===== config.mk =====
export PLATFORM = sky130hd
export DESIGN_NAME = egg_timer_sequencer
export DESIGN_NICKNAME = d
export VERILOG_FILES = /design/src/rtl/egg_timer_sequencer_pkg.sv /design/src/rtl/tick_prescaler.sv /design/src/rtl/egg_timer_sequencer.sv
export SDC_FILE = /design/constraint.sdc
export NUM_CORES = 1
export LEC_CHECK = 0
export CAP_MARGIN = 20
export CORE_ASPECT_RATIO = 0.6
export CORE_UTILIZATION = 45
export CTS_CLUSTER_DIAMETER = 60
export CTS_CLUSTER_SIZE = 12
export DETAILED_ROUTE_END_ITERATION = 7
export GPL_ROUTABILITY_DRIVEN = 0
export GPL_TIMING_DRIVEN = 0
export PLACE_DENSITY = 0.73
export SYNTH_ARGS = -nofsm -noshare
export SYNTH_HDL_FRONTEND = slang
export SYNTH_HIERARCHICAL = 1
export SYNTH_SLANG_ARGS = --single-unit

===== constraint.sdc =====
create_clock -name clk -period 5.8 [get_ports clk]
set_input_delay 0.58 -clock clk [delete_from_list [all_inputs] [get_ports clk]]
set_output_delay 0.58 -clock clk [all_outputs]
set_load 0.05 [all_outputs]

===== src/rtl/egg_timer_sequencer_pkg.sv =====
// Shared types and constants for the egg timer sequencer and its prescaler.
package egg_timer_sequencer_pkg;

    typedef enum logic [1:0] {
        StIdle,
        StRun,
        StPaused,
        StAlarm
    } state_e;

    localparam int unsigned TIME_W = 12;

    function automatic int unsigned presc_width(input int unsigned div);
        return (div < 2) ? 1 : $clog2(div);
    endfunction

endpackage


===== src/rtl/tick_prescaler.sv =====
// Seconds prescaler: counts 0 .. TICK_DIV-1 while enabled, flags the wrap cycle.
module tick_prescaler
    import egg_timer_sequencer_pkg::*;
#(
    parameter int unsigned TICK_DIV = 100_000_000
) (
    input  logic clk,
    input  logic rst,
    input  logic en,
    input  logic clr,
    output logic tick
);

    localparam int unsigned CNT_W = presc_width(TICK_DIV);
    localparam logic [CNT_W-1:0] CNT_LAST = CNT_W'(TICK_DIV - 1);

    logic [CNT_W-1:0] cnt_q;

    // Wrap is only reported when counting, so a held count never ticks.
    assign tick = en && (cnt_q == CNT_LAST);

    always_ff @(posedge clk or posedge rst) begin
        if (rst) begin
            cnt_q <= '0;
        end else if (clr) begin
            cnt_q <= '0;
        end else if (en) begin
            cnt_q <= tick ? '0 : cnt_q + 1'b1;
        end
    end

endmodule


===== src/rtl/egg_timer_sequencer.sv =====
// Egg timer control: load/run/pause/resume/clear sequencing, countdown register
// and alarm phase. All outputs are registered.
module egg_timer_sequencer
    import egg_timer_sequencer_pkg::*;
#(
    parameter int unsigned TICK_DIV   = 100_000_000,
    parameter int unsigned ALARM_SECS = 10
) (
    input  logic              clk,
    input  logic              rst,
    input  logic [TIME_W-1:0] preset_in,
    input  logic              start,
    input  logic              pause,
    input  logic              clear,
    output logic [TIME_W-1:0] remaining,
    output logic              sec_tick,
    output logic              running,
    output logic              paused,
    output logic              alarm,
    output logic              done
);

    localparam int unsigned ACNT_W = $clog2(ALARM_SECS + 1);
    localparam logic [ACNT_W-1:0] ALARM_LAST = ACNT_W'(ALARM_SECS - 1);

    state_e            state_q;
    logic [ACNT_W-1:0] alarm_cnt_q;
    logic              any_cmd;
    logic              presc_en;
    logic              presc_clr;
    logic              tick;

    assign any_cmd = start | pause | clear;

    // A pause or clear in RUN must hold the prescaler so a wrap due that cycle is lost.
    always_comb begin
        presc_en  = 1'b0;
        presc_clr = 1'b0;
        unique case (state_q)
            StIdle:   presc_clr = 1'b1;
            StRun: begin
                presc_en  = !pause && !clear;
                presc_clr = clear;
            end
            StPaused: presc_clr = clear;
            StAlarm: begin
                presc_en  = !any_cmd;
                presc_clr = any_cmd;
            end
            default: ;
        endcase
    end

    tick_prescaler #(
        .TICK_DIV (TICK_DIV)
    ) u_prescaler (
        .clk  (clk),
        .rst  (rst),
        .en   (presc_en),
        .clr  (presc_clr),
        .tick (tick)
    );

    always_ff @(posedge clk or posedge rst) begin
        if (rst) begin
            state_q     <= StIdle;
            remaining   <= '0;
            alarm_cnt_q <= '0;
            sec_tick    <= 1'b0;
            running     <= 1'b0;
            paused      <= 1'b0;
            alarm       <= 1'b0;
            done        <= 1'b0;
        end else begin
            sec_tick <= 1'b0;
            done     <= 1'b0;
            unique case (state_q)
                StIdle: begin
                    if (start && !pause && !clear && (preset_in != '0)) begin
                        state_q   <= StRun;
                        remaining <= preset_in;
                        running   <= 1'b1;
                    end
                end
                StRun: begin
                    if (clear) begin
                        state_q   <= StIdle;
                        remaining <= '0;
                        running   <= 1'b0;
                    end else if (pause) begin
                        state_q <= StPaused;
                        running <= 1'b0;
                        paused  <= 1'b1;
                    end else if (tick) begin
                        sec_tick <= 1'b1;
                        if (remaining != '0) begin
                            remaining <= remaining - TIME_W'(1);
                        end
                        if (remaining <= TIME_W'(1)) begin
                            state_q     <= StAlarm;
                            running     <= 1'b0;
                            alarm       <= 1'b1;
                            done        <= 1'b1;
                            alarm_cnt_q <= '0;
                        end
                    end
                end
                StPaused: begin
                    if (clear) begin
                        state_q   <= StIdle;
                        remaining <= '0;
                        paused    <= 1'b0;
                    end else if (start && !pause) begin
                        state_q <= StRun;
                        paused  <= 1'b0;
                        running <= 1'b1;
                    end
                end
                StAlarm: begin
                    // Any command acknowledges; a start here never reloads the countdown.
                    if (any_cmd) begin
                        state_q     <= StIdle;
                        alarm       <= 1'b0;
                        alarm_cnt_q <= '0;
                    end else if (tick) begin
                        sec_tick <= 1'b1;
                        if (alarm_cnt_q == ALARM_LAST) begin
                            state_q     <= StIdle;
                            alarm       <= 1'b0;
                            alarm_cnt_q <= '0;
                        end else begin
                            alarm_cnt_q <= alarm_cnt_q + 1'b1;
                        end
                    end
                end
                default: state_q <= StIdle;
            endcase
        end
    end

endmodule


==> results.md <==
- Syn_nets: ~380
- Initial DRT Pass Iterations: 7
- Post-CTS sizing: 0
- Clock network power share: between 15 and 20%
- Worst path max stage delay: between 0.5 and 0.6 ns
- Layout Skew: 0.00869 ns
- Layout cells sized above 1: ~12%
- Mapped Avg Cell Area: between 9 and 10 sq um
- Max-cap viol count: 0
- Crit. Startpoint: pause
- ANT cells: 0
- Setup Fix Bufs, Post-CTS: 0
- CP cell instances: clkdlybuf4s50_1 > or4b_1 > clkbuf_1 > nand2_1 > nand3_1 > nand2b_1 > nor4_2 > o21a_1 > a21oi_1 > a2111oi_2 > mux2_1
- Number of antenna violations at the first check in global routing: 0
- Port Buffer Count: 32
- Max-slew headroom: between 30% and 40%
- Setup TNS: 0 ns
- Fmax: between 0.2 and 0.25 GHz
- Commonest register cell after synthesis: dfrtp_1
- Detailed Route WL: 8.20 mm
- Grt total ovfl: 0
- Clk root buf: clkbuf_16
- Worst VDD drop: between 0.0002 and 0.0003 V
- Die area: 0.00764 sq mm
- H-tree Lvls: 2
- Worst Max-Slew Pin Slew: between 0.9 and 1 ns
- TritonCTS Sinks: 50
- Clk buf depth: 2
- Die Span X: 112 um
- Worst-Skew Late Latency: around 0.29 ns
- Reg power frac: 28.7%
- Post-route cell area: about 0.0039 sq mm
- Initial drt markers: between 200 and 300
- Seq/Total Area, Yosys: 38.2%
- Critical Path End: state_q[0]
- Status: finished with violations
- PwrDens: roughly 430 mW/mm^2
- Reg2reg end: state_q[0]
- Final net count: 415
- Global Route Usage Sum: between 20 and 25%
- CTS clk-pin slew, worst paths: roughly 0.070 ns
- CP max FO: 9
- EDFF count, synth: 0
- Number of I/O pins: 34
- Buffers plus inverters on the worst setup path: 2
- Worst r2r path cells: 13
- Worst setup SP type: primary input
- Starting Density: 47.8%
- Switch Pwr: roughly 770 uW
- Die height: slightly below 70 um
- CP required: 5.98 ns
- Synth-to-Final Area Change: 18.4%
- Largest net degree at the start of global routing: 28
- Final setup viols: 0
- Routed wire per std cell: roughly 17 um
- Synthesized netlist cell count: roughly 350
- Slew Limit Fails: 0
- Synth unique cells: 71
- Final Critical Period: about 4 ns
- Sw Share: between 40% and 50%
- CTS Buf Count: 5
- Vias after detailed routing: 2837
- Final worst-path cycle share: just under 70%
- Logic pwr share: 53.4%
- RR Startpoint: state_q[1]
- Vias in the first global route: 2663
- Worst Setup End Kind: flip-flop
- Core ar.: 0.00685 sq mm
- Violated checks: design-rule violations
- Row cnt: 23
- Family with the most delay on the worst path: simple AND/OR/NAND/NOR gates
- Worst path arrival time: approximately 4.2 ns
- Final ANT Viol Nets: 0
- Slowest-stage cell, CP: clkdlybuf4s50_1
- Flop2flop setup slack: between 1.5 and 2 ns
- RSZ-0062 raised after global routing: false
- Mapped Area: ~0.0033 sq mm
- Drt drc: 2
- Crit Path Class: primary input to flip-flop
- Hold Violations, Final: 0
- Yosys reg bits: 50
- Placed Area: 0.00370 sq mm
- Internal power: roughly 900 uW
- DR vias/cell: around 6.0
- Final HPWL DP: around 6.2 mm
- First-pass GRT wire length: 13.6 mm
- Cts hold-fix bufs: 0
- Worst path depth: 11
- Leakage dissipation: 1.60 nW
- CTS tree: yes
- Worst hold path type: flip-flop to flip-flop
- YS warnings: 6
- Post-Layout Cell Count: ~480
- Placed cells: around 470
- Post-synthesis async set-or-reset flop share: 100%
-- worst min-delay path by stage --
| stage | start | end | depth (start not counted) |
|---|---|---|---|
| final | alarm_cnt_q[3] | alarm_cnt_q[3] | 1 |
| after global routing | alarm_cnt_q[3] | alarm_cnt_q[3] | 1 |
| after CTS | alarm_cnt_q[3] | alarm_cnt_q[3] | 1 |
| after detailed placement | alarm_cnt_q[3] | alarm_cnt_q[3] | 1 |
| after global placement | alarm_cnt_q[3] | alarm_cnt_q[3] | 1 |
| after floorplan | alarm_cnt_q[3] | alarm_cnt_q[3] | 1 |
-- power by group through the flow --
stage | Clock [mW] | Sequential, mW | Combinational [mW]
floorplan | 0 | 0.620 | 0.483
global placement | 0 | 0.482 | 0.858
detailed placement | 0 | 0.484 | 0.875
CTS | 0.310 | 0.477 | 0.881
global route | 0.320 | 0.487 | 0.951
finish | 0.300 | 0.479 | 0.893
-- cell families after synthesis --
group | synth area share, %
muxes | 1.99
and+or+nand+nor | 28.5
AOI/OAI and AO/OA | 15.5
DFF | 38.2
xor gates and xnor gates | 6.42
buffers and inverters | 5.12
adders and majority gates | 4.20
-- sequential cells by signal (all words and copies together), names as in the netlist --
register	flops
alarm	1
alarm_cnt_q	4
done	1
paused	1
remaining	12
running	1
sec_tick	1
state_q	2
u_prescaler/cnt_q	27
-- metal layers --
metal | vias to the layer above | wire length [um] | GRT usage [%]
li1 | 1338 | - | -
met1 | 1389 | 4300 | 35.3
met2 | 105 | 3300 | 32.6
met3 | 5 | 553 | 4.96
met4 | 0 | 52 | 5.67
met5 | - | 0 | 0
-- cell usage in the layout, fill, tap and decap left out, types with 2 or more instances in the layout --
master,synthesis,final
dfrtp_1,50,50
nor2_1,47,47
clkdlybuf4s50_1,0,32
nand2_1,20,20
inv_1,15,15
xor2_1,13,13
o31ai_1,12,12
nand4_1,12,12
a21oi_1,12,12
nand3_1,11,11
xnor2_1,11,11
o21ai_1,11,11
ha_1,11,11
nor3_1,8,8
buf_6,7,7
and4_1,6,6
nor2b_1,6,6
nand2b_1,6,6
clkbuf_1,4,5
o21ai_0,5,5
a22oi_1,5,5
clkbuf_16,0,5
nor4_1,4,4
mux2_1,4,4
a31oi_1,4,4
o221ai_2,3,3
or2_1,3,3
or2_2,3,3
buf_2,2,2
a2bb2oi_1,2,2
or4_4,2,2
a21oi_2,2,2
mux2i_1,2,2
nor3b_1,2,2
nor4_4,2,2
and3_1,2,2
nand3b_1,2,2
-- stage by stage --
step	total power, mW	setup WS [ns]	hold slack, ns	utilization [%]
after floorplan	1.10	2.50	0.446	-
after global routing	1.76	1.59	0.528	56.6
final	1.67	1.78	0.482	56.6
after global placement	1.34	1.65	0.463	54.1
after CTS	1.67	1.87	0.485	56.2
after detailed placement	1.36	1.58	0.476	54.1
-- synth_stat cells (3+ instances only) --
cell      instances  area (sq um)
or2_1             3          18.8
buf_6             7          78.8
xor2_1           13           114
a22oi_1           5          37.5
nand2_1          20          75.1
mux2_1            4          45.0
o221ai_2          3          45.0
nand2b_1          6          37.5
inv_1            15          56.3
xnor2_1          11          96.3
ha_1             11           138
dfrtp_1          50          1250
o31ai_1          12          90.1
nor2_1           47           176
nor4_1            4          25.0
nand3_1          11          55.1
clkbuf_1          4          15.0
nor3_1            8          40.0
o21ai_0           5          25.0
o21ai_1          11          55.1
a21oi_1          12          60.1
nor2b_1           6          37.5
nand4_1          12          75.1
or2_2             3          18.8
a31oi_1           4          25.0
and4_1            6          52.6
-- final cells by class --
type / count / area, sq um
Fill cell: 615 / 2970
Inverter: 16 / 60.1
Multi-Input combinational cell: 267 / 1860
Timing Repair Buffer: 33 / 348
Sequential cell: 50 / 1250
Tap cell: 87 / 109
Clock buffer: 7 / 143
Clock inverter: 1 / 5.00
Buffer: 14 / 108
(Power assumes the default switching activity.)
